[src/rtl/data_bus_sequencer_if.sv]
// Request/strobe bundle between the instruction sequencer (master) and the
// data bus sequencer (slave).
interface data_bus_sequencer_if #(
  parameter int NUM_SRC = 8,
  parameter int NUM_DST = 8
);
  localparam int SRC_W = (NUM_SRC > 1) ? $clog2(NUM_SRC) : 1;

  logic             req_valid;
  logic             req_ready;
  logic [SRC_W-1:0] req_src;
  logic [NUM_DST-1:0] req_dst;
  logic [NUM_SRC-1:0] drive_en;
  logic [NUM_DST-1:0] load_en;
  logic             busy;
  logic             done;
  logic             err;

  modport master (
    output req_valid, req_src, req_dst,
    input  req_ready, drive_en, load_en, busy, done, err
  );

  modport slave (
    input  req_valid, req_src, req_dst,
    output req_ready, drive_en, load_en, busy, done, err
  );
endinterface

[src/rtl/data_bus_sequencer.sv]
// Sequences one source-to-destinations move on the shared data bus through
// drive/settle, load and release phases with a single one-hot bus driver.
module data_bus_sequencer #(
  parameter int NUM_SRC       = 8,
  parameter int NUM_DST       = 8,
  parameter int SETTLE_CYCLES = 2,
  parameter int LOAD_CYCLES   = 1,
  parameter logic [NUM_SRC-1:0] DRIVE_MASK = {NUM_SRC{1'b1}}
) (
  input logic clk,
  input logic rst,
  data_bus_sequencer_if.slave bus
);

  // state   | meaning
  // IDLE    | ready for a request, bus undriven
  // DRIVE   | source drives the bus, data settling
  // LOAD    | source still driving, destination strobes high
  // RELEASE | strobes dropped, driver held one more cycle, done pulse
  typedef enum logic [1:0] {IDLE, DRIVE, LOAD, RELEASE} state_t;

  localparam int CNT_MAX = (SETTLE_CYCLES > LOAD_CYCLES) ? SETTLE_CYCLES : LOAD_CYCLES;
  localparam int CNT_W   = (CNT_MAX > 1) ? $clog2(CNT_MAX) : 1;

  state_t             state_q;
  logic [CNT_W-1:0]   cnt_q;
  logic [NUM_DST-1:0] dst_q;
  logic [NUM_SRC-1:0] drive_q;
  logic [NUM_DST-1:0] load_q;
  logic               ready_q;
  logic               busy_q;
  logic               done_q;
  logic               err_q;

  logic               legal_d;
  logic [NUM_SRC-1:0] drive_d;

  always_comb begin
    legal_d = 1'b0;
    drive_d = {{(NUM_SRC-1){1'b0}}, 1'b1} << bus.req_src;
    if (int'(bus.req_src) < NUM_SRC) begin
      legal_d = DRIVE_MASK[bus.req_src] && (bus.req_dst != '0);
    end
  end

  always_ff @(posedge clk or posedge rst) begin
    if (rst) begin
      state_q <= IDLE;
      cnt_q   <= '0;
      dst_q   <= '0;
      drive_q <= '0;
      load_q  <= '0;
      ready_q <= 1'b1;
      busy_q  <= 1'b0;
      done_q  <= 1'b0;
      err_q   <= 1'b0;
    end else begin
      done_q <= 1'b0;
      err_q  <= 1'b0;
      case (state_q)
        IDLE: begin
          if (bus.req_valid && ready_q) begin
            if (legal_d) begin
              state_q <= DRIVE;
              cnt_q   <= CNT_W'(SETTLE_CYCLES - 1);
              dst_q   <= bus.req_dst;
              drive_q <= drive_d;
              ready_q <= 1'b0;
              busy_q  <= 1'b1;
            end else begin
              err_q <= 1'b1;
            end
          end
        end
        DRIVE: begin
          if (cnt_q == '0) begin
            state_q <= LOAD;
            cnt_q   <= CNT_W'(LOAD_CYCLES - 1);
            load_q  <= dst_q;
          end else begin
            cnt_q <= cnt_q - 1'b1;
          end
        end
        LOAD: begin
          if (cnt_q == '0) begin
            state_q <= RELEASE;
            load_q  <= '0;
            done_q  <= 1'b1;
          end else begin
            cnt_q <= cnt_q - 1'b1;
          end
        end
        RELEASE: begin
          // driver drops only after the strobes are already low
          state_q <= IDLE;
          drive_q <= '0;
          ready_q <= 1'b1;
          busy_q  <= 1'b0;
        end
        default: state_q <= IDLE;
      endcase
    end
  end

  assign bus.req_ready = ready_q;
  assign bus.drive_en  = drive_q;
  assign bus.load_en   = load_q;
  assign bus.busy      = busy_q;
  assign bus.done      = done_q;
  assign bus.err       = err_q;

endmodule

[src/flat_wrapper.sv]
// flat-port wrapper written by rule: the top's interface ports become plain ports
module data_bus_sequencer_flat 
#(
  parameter int NUM_SRC       = 8,
  parameter int NUM_DST       = 8,
  parameter int SETTLE_CYCLES = 2,
  parameter int LOAD_CYCLES   = 1,
  parameter logic [NUM_SRC-1:0] DRIVE_MASK = {NUM_SRC{1'b1}}
)
  (clk, rst, bus_req_valid, bus_req_src, bus_req_dst, bus_req_ready, bus_drive_en, bus_load_en, bus_busy, bus_done, bus_err);
  data_bus_sequencer_if #(.NUM_SRC(NUM_SRC), .NUM_DST(NUM_DST)) bus_i ();
  input logic clk;
  input logic rst;
  input wire logic [$bits(bus_i.req_valid)-1:0] bus_req_valid;
  input wire logic [$bits(bus_i.req_src)-1:0] bus_req_src;
  input wire logic [$bits(bus_i.req_dst)-1:0] bus_req_dst;
  output wire logic [$bits(bus_i.req_ready)-1:0] bus_req_ready;
  output wire logic [$bits(bus_i.drive_en)-1:0] bus_drive_en;
  output wire logic [$bits(bus_i.load_en)-1:0] bus_load_en;
  output wire logic [$bits(bus_i.busy)-1:0] bus_busy;
  output wire logic [$bits(bus_i.done)-1:0] bus_done;
  output wire logic [$bits(bus_i.err)-1:0] bus_err;
  assign bus_i.req_valid = bus_req_valid;
  assign bus_i.req_src = bus_req_src;
  assign bus_i.req_dst = bus_req_dst;
  assign bus_req_ready = bus_i.req_ready;
  assign bus_drive_en = bus_i.drive_en;
  assign bus_load_en = bus_i.load_en;
  assign bus_busy = bus_i.busy;
  assign bus_done = bus_i.done;
  assign bus_err = bus_i.err;
  data_bus_sequencer #(.NUM_SRC(NUM_SRC), .NUM_DST(NUM_DST), .SETTLE_CYCLES(SETTLE_CYCLES), .LOAD_CYCLES(LOAD_CYCLES), .DRIVE_MASK(DRIVE_MASK)) u_core (.clk(clk), .rst(rst), .bus(bus_i));
endmodule
[config.mk]
export PLATFORM = sky130hd
export DESIGN_NAME = data_bus_sequencer_flat
export DESIGN_NICKNAME = d
export VERILOG_FILES = /design/src/rtl/data_bus_sequencer_if.sv /design/src/rtl/data_bus_sequencer.sv /design/src/flat_wrapper.sv
export SDC_FILE = /design/constraint.sdc
export NUM_CORES = 1
export LEC_CHECK = 0
export ABC_CLOCK_PERIOD_IN_PS = 1600
export BUFFER_PORTS_ARGS = -buffer_cell sky130_fd_sc_hd__buf_4
export CAP_MARGIN = 40
export CORE_ASPECT_RATIO = 0.7
export CORE_MARGIN = 2
export CORE_UTILIZATION = 43
export DETAILED_ROUTE_END_ITERATION = 16
export GPL_ROUTABILITY_DRIVEN = 0
export PLACE_DENSITY = 0.68
export SLEW_MARGIN = 20
export SYNTH_ARGS = -nofsm -noshare
export SYNTH_HDL_FRONTEND = slang
export SYNTH_SLANG_ARGS = --single-unit
[constraint.sdc]
create_clock -name clk -period 1.6 [get_ports clk]
set_input_delay 0 -clock clk [delete_from_list [all_inputs] [get_ports clk]]
set_output_delay 0 -clock clk [all_outputs]
set_load 0.01 [all_outputs]
---- Word level (Yosys, flattened, before mapping) ----
Memory sizes are Yosys's and may differ from the RTL's.
Cells that the tools add are included.
operators by class
  add/sub/neg operators ................... 1
  $mul .................................... 0
  div/mod/pow operators ................... 0
  $lt $le $gt $ge ......................... 1
  eq/ne operators ......................... 7
  shift-type cells ........................ 1
  mux-type cells .......................... 25
  bitwise logic cells ..................... 0
  reductions and logical operators ........ 13
operators by type and width
  cell                 number
  $mux 8               4
  $pmux 8 s2           2
  $reduce_and 3->1     4
  $mux 1               11
  $mux 2               4
  $pmux 2 s4           1
  $reduce_bool 8->1    1
  $shl 1x3->8 const A  1
  $pmux 1 s2           3
  $reduce_bool 2->1    3
  $eq 2x2->1 const B   2
  $lt 3x4->1 const B   1
  $ne 2x1->1 const B   2
  $ne 2x2->1 const B   2
  $reduce_and 4->1     1
  $eq 2x1->1 const B   1
  $logic_and 1x1->1    2
  $logic_not 2->1      1
  $reduce_or 2->1      1
  $sub 1x1->1 const B  1
word-level totals
  bits in registers ....................... 31
  bits in latches ......................... 0
  RAM bits ................................ 0
  ROM bits ................................ 8
  word-level logic and storage cells ...... 58
  memories kept ........................... 1
memory list
  memory           depth  bits a word  read ports  clocked after Yosys merged registers in  write ports  RTL line                  source
  (no name shown)  8      1            1           0                                        0            data_bus_sequencer.sv:42  legal_d = DRIVE_MASK[bus.req_src] && (bus.req_dst != '0);

---- Logic depth before layout (Yosys ltp) ----
  depth after elaboration ................. 6
  gate-level depth with buffers ........... 7
  depth with buffers taken out ............ 6

---- Least setup slack after synthesis ----
Ideal clock, no wire load.
  path type ............................... flip-flop to flip-flop
  start ................................... reg u_core.state_q[0]
  end ..................................... reg u_core.drive_q[0] (netlist: u_core.bus.drive_en[0])
  library setup time ...................... 0.116 ns
  arrival time ............................ 1.528 ns
  required time ........................... 1.484 ns
  slack ................................... -0.044 ns
  stages on the path, launching flop included .. 7
  path buffers ............................ 1
  period minus slack after synthesis ...... 1.644 ns
  path through ............................ dfrtp_1 inv_1 ha_1 clkbuf_1 nor4_1 a21oi_1 o311ai_0
between the ends
  longest elaborated chain between the ends .. 3
ends and longest elaborated chain
  element                                                                  RTL line                  source
  start, declared                                                          data_bus_sequencer.sv:25  state_t state_q;
  start signal, assigned                                                   data_bus_sequencer.sv:48  state_q <= IDLE;
  start signal, assigned                                                   data_bus_sequencer.sv:64  state_q <= DRIVE;
  start signal, assigned                                                   data_bus_sequencer.sv:77  state_q <= LOAD;
  $eq 2x2->1 / $logic_not 2->1 (equally long branches)                     data_bus_sequencer.sv:60  case (state_q)
  $reduce_bool 2->1 (no source line) / $ne 2x1->1 (equally long branches)  --
  $reduce_and 3->1 (no source line)                                        --
  end signal, assigned                                                     data_bus_sequencer.sv:67  drive_q <= drive_d;
  end, declared                                                            data_bus_sequencer.sv:28  logic [NUM_SRC-1:0] drive_q;
Parallel ways exist; a longest one is shown, timed or not.
A chain may end at the register's enable or synchronous reset.

---- Final worst setup path ----
  start ................................... reg u_core.state_q[1]
  end ..................................... reg u_core.drive_q[4] (netlist: u_core.bus.drive_en[4])
The elaborated chain is that of the path after synthesis.

==> flow_summary.json <==
{
  "h-tree-depth": 2,
  "endpoint_kind": "flip-flop",
  "io-pin-count": 34,
  "max_stage_delay_ps": 390,
  "dpl_cell_area_sq_um": 1910,
  "yosysTopAreaCell": "dfrtp_1",
  "cts_root_buf": "clkbuf_8",
  "drc": 0,
  "synth_top_cell_area_share": 0.491,
  "hpwl_um": 2820,
  "status": "finished, final reports clean",
  "path_cells": "inv_2 -> ha_4 -> nor2_2 -> nand3_1 -> a2bb2oi_2 -> o311ai_1",
  "grt_pass1_wl_um": 6540,
  "nets": 227,
  "core_sq_um": 3470,
  "cpMaxStageDelayCell": "dfrtp_1",
  "antenna_found_initial": 0,
  "crit_buf_inv": 1,
  "drive_above_1_share": 0.410,
  "cap_violations": 0,
  "rows": 18,
  "yosysWarnings": 0,
  "numCtsBuffers": 5,
  "vias": 1370,
  "syn_inst": 148,
  "grt_pass1_vias": 1321,
  "tightest_slew_ps": 394,
  "fin_setup_tns_ps": 0,
  "clock_skew_ps": 3.96,
  "numPortBuffers": 33,
  "synth-seq-area-share": 0.509,
  "viasPerCell": 5.27,
  "p_per_area_nw_per_um2": 1890,
  "fmax_mhz": 659,
  "syn_nets": 166,
  "grt_overflow": 0,
  "power_w": 0.00424,
  "grt_use_met3": 0.0524,
  "syn_area_sq_um": 1530,
  "ys_top_cells_by_area": "dfrtp_1 (49%), mux2_2 (5.9%), nand2_1 (4.9%)",
  "timing.hold.worst.class": "in2reg",
  "met1_usage": 0.310,
  "clock-sinks": 31,
  "arrival_ps": 1690,
  "wl_um": 4060,
  "power.leakage_nw": 1.02,
  "wl_per_cell_um": 15.6,
  "num_antenna_cells": 0,
  "setup_viol": 0,
  "initial_core_util": 0.440,
  "met2_usage": 0.355,
  "rsz0062_at_grt": "false",
  "critPathMaxFanout": 6,
  "grt_usage": 0.227,
  "whs_ps": 89.8,
  "ys_types": 30,
  "cts_tree": "built",
  "antenna_left": 0,
  "path_delay_family": "compound AO/OA/AOI/OAI gates",
  "ys_seq_elements": 31,
  "finalHoldViolations": 0,
  "clk_pin_slew_ps": 70,
  "required_ps": 1780,
  "min_period_ps": 1520,
  "post-route-cell-area_sq_um": 2240,
  "slew_headroom": 0.738,
  "path_class": "reg2reg",
  "fin_crit_sh": 0.948,
  "avgSynthCellArea_sq_um": 10.3,
  "maxSlewViolCount": 0,
  "cts.path.max_buffers": 2,
  "area_growth_pct": 46.8,
  "die_h_um": 53.9,
  "worstSkewPairLatency_ps": 280,
  "die_area_sq_um": 4050,
  "ir_drop_mv": 0.841,
  "gr-max-usage-layer": "met2",
  "first_pass_iters": 4,
  "die_w_um": 75.2,
  "grt_start_max_net_pins": 32,
  "drt_iter0_drc": 45,
  "cp-start-kind": "flip-flop"
}
-- cells in the final DEF (no fill, tap or decap), drive strengths merged, types with 2 or more instances in the layout --
cell type / n
buf: 48
dfrtp: 30
nand2: 20
dlygate4sd3: 12
nand3: 11
a21oi: 11
nor2b: 10
o21ai: 10
mux2: 9
clkbuf: 8
nor2: 8
o211ai: 6
nor4: 4
inv: 4
ha: 4
or4: 2
nand2b: 2
a2bb2oi: 2
o311ai: 2
-- metrics by stage --
stage                     setup slack [ps]   util  instances
after floorplan                      -19.0      -        148
after global placement                14.1  0.551        237
after detailed placement              -109  0.551        237
after CTS                             48.5  0.637        260
after global routing                  17.6  0.647        260
final                                 83.6  0.647        260
-- kinds of logic (layout without fill, tap and decap cells) --
family	Yosys count	after routing	share of synthesized area
AOI/OAI and AO/OA	33	33	0.148
adders and majority gates	4	4	0.0328
buffers and inverters	10	72	0.0270
DFF	31	31	0.509
muxes	10	10	0.0753
and+or+nand+nor	60	60	0.208
-- layout make-up --
cell class	count	area (sq um)
Sequential cell	31	777
Inverter	4	15.0
Clock buffer	8	100
Timing Repair Buffer	60	480
Multi-Input combinational cell	107	808
Fill cell	276	1220
Tap cell	50	62.6
-- sequential cells by signal (all words and copies together), names as in the netlist, 2 cells and up --
signal / flops
u_core.bus.drive_en: 8
u_core.bus.load_en: 8
u_core.dst_q: 8
u_core.state_q: 2
-- per-layer routing --
metal  vias to the layer above  part of all wire
met5                         -                 0
met4                         0             0.021
met3                         9             0.041
met2                        37              0.48
met1                       681              0.45
li1                        643                 -
-- power by group --
part	leakage [nW]	internal, W	total (W)	switching (W)
sequential	0.397	0.00113	0.00140	0.000278
combinational	0.570	0.00108	0.00216	0.00108
clock	0.0515	0.000392	0.000680	0.000288
-- path summary, 6_finish.rpt --
kind	slack (ps)	to	startpoint	cells past startpoint
min in group asynchronous	360	u_core.bus.err	rst	4
worst max-delay path	80	u_core.bus.drive_en[4]	u_core.state_q[1]	6
worst max register to register	80	u_core.bus.drive_en[4]	u_core.state_q[1]	6
worst min-delay path	90	u_core.bus.err	bus_req_dst[5]	4
worst min register to register	510	u_core.bus.load_en[0]	u_core.bus.load_en[0]	2
max in group asynchronous	920	u_core.bus.req_ready	rst	4
-- tightest hold or removal path, cell delays in order --
cell	delay, ps
buf_4	90
nor4_1	50
nand2_1	110
nor2_1	70
-- repair_timing --
action,4_1_cts,5_1_grt
setup endpoints to repair,13,14
hold buffers,12,0
setup buffers,3,1
hold endpoints to repair,41,0
gates resized for setup,13,8
pin swaps,1,4
-- cells in the mapped netlist --
library cell	n
dfrtp_1	30
nand2_1	20
nand3_1	11
nor2b_1	10
a21oi_1	9
o21ai_0	9
mux2_2	8
nor2_1	7
o211ai_1	6
clkbuf_1	5
ha_1	4
inv_1	4
nor4_1	4
a21oi_2	2
nand2b_1	2
o311ai_0	2
or4_4	2
a21o_1	1
a2bb2oi_1	1
a2bb2oi_2	1
a311oi_1	1
and2_1	1
buf_4	1
dfstp_2	1
mux2_4	1
mux2i_1	1
nand3b_1	1
nor2_8	1
nor3_1	1
o21ai_4	1
(Power assumes the default switching activity.)
